--- src/rtl/bitset_unroller.sv ---
// bitset_unroller: captures a word and replays it as one valid/ready beat per set bit,
// each beat carrying the bit index, its one-hot mask and a last flag.
module bitset_unroller #(
    parameter int WIDTH     = 8,
    parameter bit LSB_FIRST = 1'b1,
    localparam int IW       = $clog2(WIDTH)
) (
    input  logic             clk,
    input  logic             reset,
    input  logic [WIDTH-1:0] in,
    input  logic             in_valid,
    output logic             in_ready,
    output logic [IW-1:0]    out_idx,
    output logic [WIDTH-1:0] out_onehot,
    output logic             out_last,
    output logic             out_valid,
    input  logic             out_ready,
    output logic             zero_drop,
    output logic             busy
);

    typedef enum logic {
        IDLE,
        SCAN
    } state_t;

    state_t           state;
    state_t           next_state;
    logic [WIDTH-1:0] pending;
    logic [IW-1:0]    sel_idx;
    logic [WIDTH-1:0] sel_onehot;
    logic             sel_last;
    logic             accept;
    logic             transfer;

    // Priority pick over pending; the later loop assignment wins, so the scan
    // direction decides whether the lowest or the highest set bit is chosen.
    always_comb begin
        sel_idx = '0;
        if (LSB_FIRST) begin
            for (int i = WIDTH - 1; i >= 0; i--) begin
                if (pending[i]) begin
                    sel_idx = IW'(i);
                end
            end
        end else begin
            for (int i = 0; i < WIDTH; i++) begin
                if (pending[i]) begin
                    sel_idx = IW'(i);
                end
            end
        end
    end

    assign sel_onehot = WIDTH'(1) << sel_idx;
    assign sel_last   = (pending != '0) && ((pending & (pending - WIDTH'(1))) == '0);

    assign accept   = (state == IDLE) && in_valid;
    assign transfer = (state == SCAN) && out_ready;

    always_ff @(posedge clk) begin
        if (reset) begin
            state <= IDLE;
        end else begin
            state <= next_state;
        end
    end

    always_comb begin
        next_state = state;
        case (state)
            IDLE: begin
                if (accept && (in != '0)) begin
                    next_state = SCAN;
                end
            end
            SCAN: begin
                if (transfer && sel_last) begin
                    next_state = IDLE;
                end
            end
            default: next_state = IDLE;
        endcase
    end

    // A zero word is accepted but leaves pending empty, so IDLE is held.
    always_ff @(posedge clk) begin
        if (reset) begin
            pending   <= '0;
            zero_drop <= 1'b0;
        end else begin
            zero_drop <= accept && (in == '0);
            if (accept) begin
                pending <= in;
            end else if (transfer) begin
                pending <= pending & ~sel_onehot;
            end
        end
    end

    // Outputs are forced quiet while reset is asserted, even mid-scan.
    always_comb begin
        in_ready   = 1'b0;
        out_valid  = 1'b0;
        busy       = 1'b0;
        out_idx    = '0;
        out_onehot = '0;
        out_last   = 1'b0;
        if (!reset) begin
            case (state)
                IDLE: begin
                    in_ready = 1'b1;
                end
                SCAN: begin
                    out_valid  = 1'b1;
                    busy       = 1'b1;
                    out_idx    = sel_idx;
                    out_onehot = sel_onehot;
                    out_last   = sel_last;
                end
                default: begin
                    in_ready = 1'b0;
                end
            endcase
        end
    end

endmodule

--- config.mk ---
export PLATFORM = sky130hd
export DESIGN_NAME = bitset_unroller
export DESIGN_NICKNAME = d
export VERILOG_FILES = /design/src/rtl/bitset_unroller.sv
export SDC_FILE = /design/constraint.sdc
export NUM_CORES = 1
export LEC_CHECK = 0
export CAP_MARGIN = 20
export CELL_PAD_IN_SITES_DETAIL_PLACEMENT = 1
export CELL_PAD_IN_SITES_GLOBAL_PLACEMENT = 1
export CORE_ASPECT_RATIO = 1.2
export CORE_UTILIZATION = 33
export DETAILED_ROUTE_END_ITERATION = 12
export HOLD_SLACK_MARGIN = 0.05
export PLACE_DENSITY_LB_ADDON = 0.12
export SYNTH_ARGS = -nofsm -noshare
export SYNTH_HDL_FRONTEND = slang
export SYNTH_SLANG_ARGS = --single-unit
export TNS_END_PERCENT = 30
--- constraint.sdc ---
create_clock -name clk -period 3.6 [get_ports clk]
set_clock_uncertainty 0.2 [all_clocks]
set_input_delay 0.72 -clock clk [delete_from_list [all_inputs] [get_ports clk]]
set_output_delay 0.72 -clock clk [all_outputs]
set_load 0.03 [all_outputs]
==> results by group, run 1 <==
Outcome
  • Status: finished, final reports clean

Global route
  • Vias in the first global route: 892
  • Global-route wire length before repair: 3880 µm
  • Antenna violations before repair: 0
  • Gr ovfl total: 0
  • Grt met2 use: 0.350
  • M3 GR Usage: 0.0260
  • Total Routing Usage GR: 0.210
  • Top Usage Layer GRT: met2
  • Global Route met1 Usage: 0.264
  • Largest net degree at the start of global routing: 11

Floorplanning
  • Die Footprint: 2560 µm²
  • I/O pin count: 28
  • Die H: 55.2 µm
  • Die width: 46.3 µm
  • Initial Utilization: 0.364
  • Site row count: 18
  • Core ar.: 2140 µm²

Critical path
  • Worst Path Max Fanout: 9
  • Max incr delay on CP: 680 ps
  • CP Launch Type: register
  • Critical R2R Capture: state
  • WS Path Type: reg2out
  • Slowest CP cell: clkdlybuf4s50_1
  • RR Startpoint: pending[4]
  • Crit end category: output port
  • CP Data Arrival Time: 2500 ps
  • FF-to-FF path depth: 4
  • R2R setup slack: 1620 ps
  • CP Launch Point: pending[4]
  • CP Data Required Time: 2680 ps
  • Cell Chain, Critical Path: or4_4 -> or3_1 -> a21oi_1 -> clkdlybuf4s50_1

Routing
  • Antenna Nets Post-Route: 0
  • Wire length per cell: 14.9 µm
  • Via density: 5.46
  • Via Count: 874
  • Initial DRC Count: 31
  • Final Routed Wirelength: 2380 µm
  • Residual DRC: 0
  • First-pass iteration count of the detailed router: 4

Finish
  • Area grow syn2layout: 36.8%
  • Final Core Density: 0.498
  • Antenna diodes: 0
  • Cell Count, Final, Fillers Out: 160
  • Layout net count: 143
  • Layout cells sized above 1: 0.123

Worst hold path
  • Worst hold path type: reg2reg
  • Worst Hold Launch: pending[2]
  • Hold Path Sink: pending[2]
  • Hold path depth: 2

Clock tree
  • Root Driver: clkbuf_4
  • CTS hold repair buffers: 0
  • CTS sink count: 10
  • TritonCTS buffer count: 3
  • Post-CTS sizing: 0
  • Clock-pin slew on the worst setup and hold paths: 70 ps
  • Deepest clock path buffer count: 2
  • Clk_lat worst skew: 270 ps
  • TritonCTS clock tree: built
  • Setup repair bufs after CTS: 0
  • Htree depth: 1

Yosys
  • Number of synthesized flops with an enable pin: 0
  • Gate Count Post-Synth: 104
  • Post-synthesis average cell area: 7.48 µm²
  • Top cell type's share of synthesized area: 0.257
  • Synth Register Bits: 10
  • Mapped Area: 778 µm²
  • Synth area leaders: dfxtp_1, nor2_1, nand2_1
  • Yosys Warn Count: 0
  • Synth Flop Type: dfxtp_1
  • Area leader, netlist: dfxtp_1
  • Top cells by count, synth: nor2_1, nand2_1, dfxtp_1, a21oi_1, inv_1
  • Synth cell types: 41
  • Most frequent cell after synthesis: nor2_1
  • Post-Synthesis Net Count: 116
  • Async SR Flop Fraction: 0
  • Sequential-to-total area share from yosys stat: 0.257

Timing
  • Final hold vios: 0
  • Final worst setup slack: 180 ps
  • RSZ-0062 raised after global routing: false
  • Max transition margin: 0.627
  • Final hold slack: 412 ps
  • Final min period: 3420 ps
  • Slew Limit Fails: 0
  • Slew @ Worst Pin: 558 ps
  • Max Freq: 292 MHz
  • Final setup fails: 0
  • Sum Neg Setup Slack: 0 ps
  • Fin crit share: 0.950

Pwr
  • Sw frac: 0.354
  • Clock power share: 0.274
  • LEAKAGE: 0.413 nW
  • Peak supply drop: 0.180 mV
  • Combinational Power Share: 0.361
  • PwrDens: 351 nW/µm²
  • Internal Pwr Total: 241 µW
  • Seq pwr share: 0.365
  • Psw: 132 µW

Run
  • Total of max-cap violations: 0

Placement
  • Dpl ws: 251 ps
  • Inst Count DP: 156
  • HPWL Detailed: 1900 µm
  • Final Wtd Congestion: 0.877
  • Port Buffer Count: 27
-- metrics by stage --
| stage | power [mW] | area [µm²] |
|---|---|---|
| final | 0.373 | 1060 |
| after global routing | 0.395 | 1060 |
| after CTS | 0.375 | 1060 |
| after detailed placement | 0.273 | 1030 |
| after global placement | 0.271 | 1030 |
| after floorplan | 0.227 | 778 |
-- cell families (layout without fill, tap and decap cells) --
group / Yosys count / in the layout / synth area share
and+or+nand+nor: 53 / 53 / 0.367
AOI/OAI and AO/OA: 25 / 25 / 0.232
DFF: 10 / 10 / 0.257
adders and majority gates: 1 / 1 / 0.0129
buffers and inverters: 14 / 40 / 0.119
muxes: 1 / 1 / 0.0129
-- cell usage in the layout (no fill, tap or decap), drive strengths merged, types with 3 or more instances in the layout --
cell type,n
a21oi,7
buf,7
clkbuf,4
clkdlybuf4s50,23
dfxtp,10
inv,6
nand2,11
nand3,3
nor2,12
nor3,4
nor4,5
o31ai,3
or3,3
-- state kept, by name, indices dropped and copies added (netlist names) --
| name | flops |
|---|---|
| state | 1 |
| pending | 8 |
| zero_drop | 1 |
-- area by class of cell --
cell class              instances  area, µm²
clock buffers                   4       36.3
flip-flops and latches         10        200
inverters                       6       22.5
well taps                      30       37.5
fillers                       274       1070
multi-input cells              80        485
repair buffers                 30        283
-- metal layers --
metal	vias to the layer above	part of all wire
met1	413	0.47
met2	24	0.49
li1	435	-
met4	0	0.0050
met3	2	0.034
met5	-	0
-- power by group through the flow --
| stage | Clock [mW] | Combinational, mW | Sequential, mW |
|---|---|---|---|
| finish | 0.102 | 0.135 | 0.136 |
| global route | 0.110 | 0.148 | 0.137 |
| CTS | 0.104 | 0.135 | 0.136 |
| detailed placement | 0 | 0.134 | 0.138 |
| global placement | 0 | 0.134 | 0.137 |
| floorplan | 0 | 0.0983 | 0.128 |
-- critical path, delay by kind of cell (launching register included) --
family	cells	cell delay [ps]
compound gates	1	150
buf+inv	1	680
flops	1	400
simple gates	2	1010
-- worst max path at each step --
stage                     to  depth (start not counted)
6_report            out_last                          4
5_1_grt        out_onehot[3]                          7
3_5_place_dp   out_onehot[2]                          7
4_1_cts             out_last                          4
3_3_place_gp   out_onehot[2]                          7
2_1_floorplan     out_idx[1]                          4
(Power assumes the default switching activity.)
==> run 2, diff against run 1 <==
--- a/config.mk
+++ b/config.mk
@@ -13,6 +13,8 @@
 export DETAILED_ROUTE_END_ITERATION = 12
 export HOLD_SLACK_MARGIN = 0.05
 export PLACE_DENSITY_LB_ADDON = 0.12
+export RECOVER_POWER = 100
+export SLEW_MARGIN = 25
 export SYNTH_ARGS = -nofsm -noshare
 export SYNTH_HDL_FRONTEND = slang
 export SYNTH_SLANG_ARGS = --single-unit
==> run 2 against run 1 <==
Net effect:
- count of clock-buffer cells in the layout unchanged
- critical path depth did not move
- sequential power barely moved
- global-route usage is the same
- combinational power is 3% lower
- sequential share of layout area rose by 0.27 points
- setup slack worse by 59 ps
- first-iteration DRC count unchanged
- sequential cell count did not move
- via count rose by 0.69%
- routed wire length up 0.13%
- register-to-register slack about the same
- critical endpoint unchanged
- largest cell class unchanged
- largest power group unchanged
==> results by group, run 2 (synthesis results as in run 1) <==
Placement
  • HPWL Detailed: 1900 µm (unchanged)
  • Placed inst area: 1030 µm² (unchanged)
  • Port Buffer Count: 27 (unchanged)
  • Final Wtd Congestion: 0.877 (unchanged)

Global route
  • Gr ovfl total: 0 (unchanged)
  • Antenna violations before repair: 0 (unchanged)
  • Global-route wire length before repair: 3880 µm (unchanged)
  • Vias in the first global route: 892 (unchanged)
  • Total Routing Usage GR: 0.210 (unchanged)
  • Largest net degree at the start of global routing: 11 (unchanged)

Timing
  • Final setup fails: 0 (unchanged)
  • Fin crit share: 0.966 (+0.0163)
  • Slew @ Worst Pin: 547 ps (-10.9 ps)
  • Sum Neg Setup Slack: 0 ps (unchanged)
  • Max Freq: 287 MHz (-1.7%)
  • Final min period: 3480 ps (+58.7 ps)
  • Max transition margin: 0.635 (+0.00725)
  • RSZ-0062 raised after global routing: false
  • Final hold vios: 0 (unchanged)
  • Slew Limit Fails: 0 (unchanged)

Finish
  • Most frequent cells in the layout: nor2_1, dlygate4sd3_1, nand2_1, clkdlybuf4s50_1, dfxtp_1
  • Layout net count: 143 (unchanged)
  • Largest Register: pending
  • Layout cells sized above 1: 0.0923 (-0.0308)
  • Regs by FF count: pending: 8 flops, state: 1 flops, zero_drop: 1 flops
  • Final Cell Area: 1050 µm² (-1.4%)
  • Max reg flops: 8 (unchanged)
  • Antenna diodes: 0 (unchanged)
  • Area grow syn2layout: 34.9%

Pwr
  • Peak supply drop: 0.175 mV (-2.9%)
  • Sw frac: 0.357 (+0.00328)
  • PwrDens: 352 nW/µm² (+0.32%)
  • Psw: 132 µW (-0.17%)
  • Internal Pwr Total: 237 µW (-1.6%)
  • Seq pwr share: 0.369 (+0.004)
  • Clock power share: 0.277 (+0.003)
  • Combinational Power Share: 0.354 (-0.007)
  • LEAKAGE: 0.427 nW (+3.5%)

Critical path
  • Worst Path Max Fanout: 9 (unchanged)
  • Critical R2R Capture: state
  • CP Launch Type: register
  • CP Data Arrival Time: 2560 ps (+60 ps)
  • Buffers & Inverters on Critical Path: 1 (unchanged)
  • RR Startpoint: pending[4]
  • R2R setup slack: 1620 ps (about the same)
  • CP Data Required Time: 2680 ps (about the same)
  • CP Launch Point: pending[4]
  • Crit end category: output port
  • Max incr delay on CP: 740 ps (+60 ps)
  • FF-to-FF path depth: 4 (unchanged)
  • Cell Chain, Critical Path: or4_4 -> or3_1 -> a21oi_1 -> dlygate4sd3_1
  • WS Path Type: reg2out
  • Slowest CP cell: dlygate4sd3_1
  • CP delay by family, top: simple AND/OR/NAND/NOR gates

Worst hold path
  • Worst hold path type: reg2reg
  • Worst Hold Launch: pending[5]
  • Hold Path Sink: pending[5]
  • Hold path depth: 2 (unchanged)

Routing
  • Antenna Nets Post-Route: 0 (unchanged)
  • Wire length per cell: 14.9 µm (+0.13%)
  • Initial DRC Count: 31 (unchanged)
  • Final Routed Wirelength: 2390 µm (+0.13%)
  • Residual DRC: 0 (unchanged)
  • Via Count: 880 (+0.69%)
  • First-pass iteration count of the detailed router: 5 (+1)
  • Via density: 5.50 (+0.69%)

Floorplanning
  • Core ar.: 2140 µm² (unchanged)
  • Die H: 55.2 µm (unchanged)
  • I/O pin count: 28 (unchanged)
  • Die Footprint: 2560 µm² (unchanged)
  • Initial Utilization: 0.364 (unchanged)
  • Die width: 46.3 µm (unchanged)
  • Site row count: 18 (unchanged)

Clock tree
  • Htree depth: 1 (unchanged)
  • TritonCTS buffer count: 3 (unchanged)
  • CTS hold repair buffers: 0 (unchanged)
  • Post-CTS sizing: 0 (unchanged)
  • Clock-pin slew on the worst setup and hold paths: 70 ps (about the same)
  • Deepest clock path buffer count: 2 (unchanged)
  • Clk_lat worst skew: 270 ps (about the same)
  • Setup repair bufs after CTS: 0 (unchanged)
  • TritonCTS clock tree: built
  • Root Driver: clkbuf_4
  • CTS sink count: 10 (unchanged)

Outcome
  • Status: finished, final reports clean

Run
  • Total of max-cap violations: 0 (unchanged)
==> run 2: changes by cell type in the layout (fill, tap and decap cells not counted) <==
cell	delta
clkdlybuf4s50_1	-12
buf_4	-4
clkbuf_1	+4
dlygate4sd3_1	+12
==> run 2: power groups by stage <==
stage	registers, mW	clock network, mW	logic, mW
CTS	0.136	0.104	0.135
finish	0.136	0.102	0.131
detailed placement	0.138	0	0.134
global route	0.137	0.110	0.144
global placement	0.137	0	0.134
floorplan	0.128	0	0.0983
==> run 2: worst max path at each step <==
stage | endpoint | slack, ps | depth (start not counted)
floorplan | out_idx[1] | 650 | 4
global placement | out_onehot[2] | 310 | 7
detailed placement | out_onehot[2] | 250 | 7
CTS | out_last | 180 | 4
global route | out_onehot[2] | 40 | 7
finish | out_last | 120 | 4
==> run 2: layout make-up <==
cell class              count  area (µm²)
well taps                  30        37.5
fillers                   276        1090
repair buffers             30         268
inverters                   6        22.5
flip-flops and latches     10         200
multi-input cells          80         485
clock buffers               4        36.3
==> run 2: through the flow <==
step / hold slack, ps / util / setup slack, ps / std cells / power, mW
2_1_floorplan: 336 / - / 650 / 104 / 0.227
3_3_place_gp: 377 / 0.481 / 314 / 156 / 0.271
3_5_place_dp: 389 / 0.481 / 251 / 156 / 0.273
4_1_cts: 397 / 0.498 / 181 / 160 / 0.375
5_1_grt: 427 / 0.491 / 40.8 / 160 / 0.391
6_report: 413 / 0.491 / 121 / 160 / 0.369
==> run 2: routing by layer <==
layer  wire length [µm]  track usage
met5                  0            0
met3                106       0.0260
met2               1170        0.350
met1               1100        0.264
met4                 12        0.103
==> run 2: worst register-to-register path: cells and delay by family (launching register included) <==
family	cells	cell delay [ps]
compound gates	1	210
flops	1	400
simple gates	3	1080
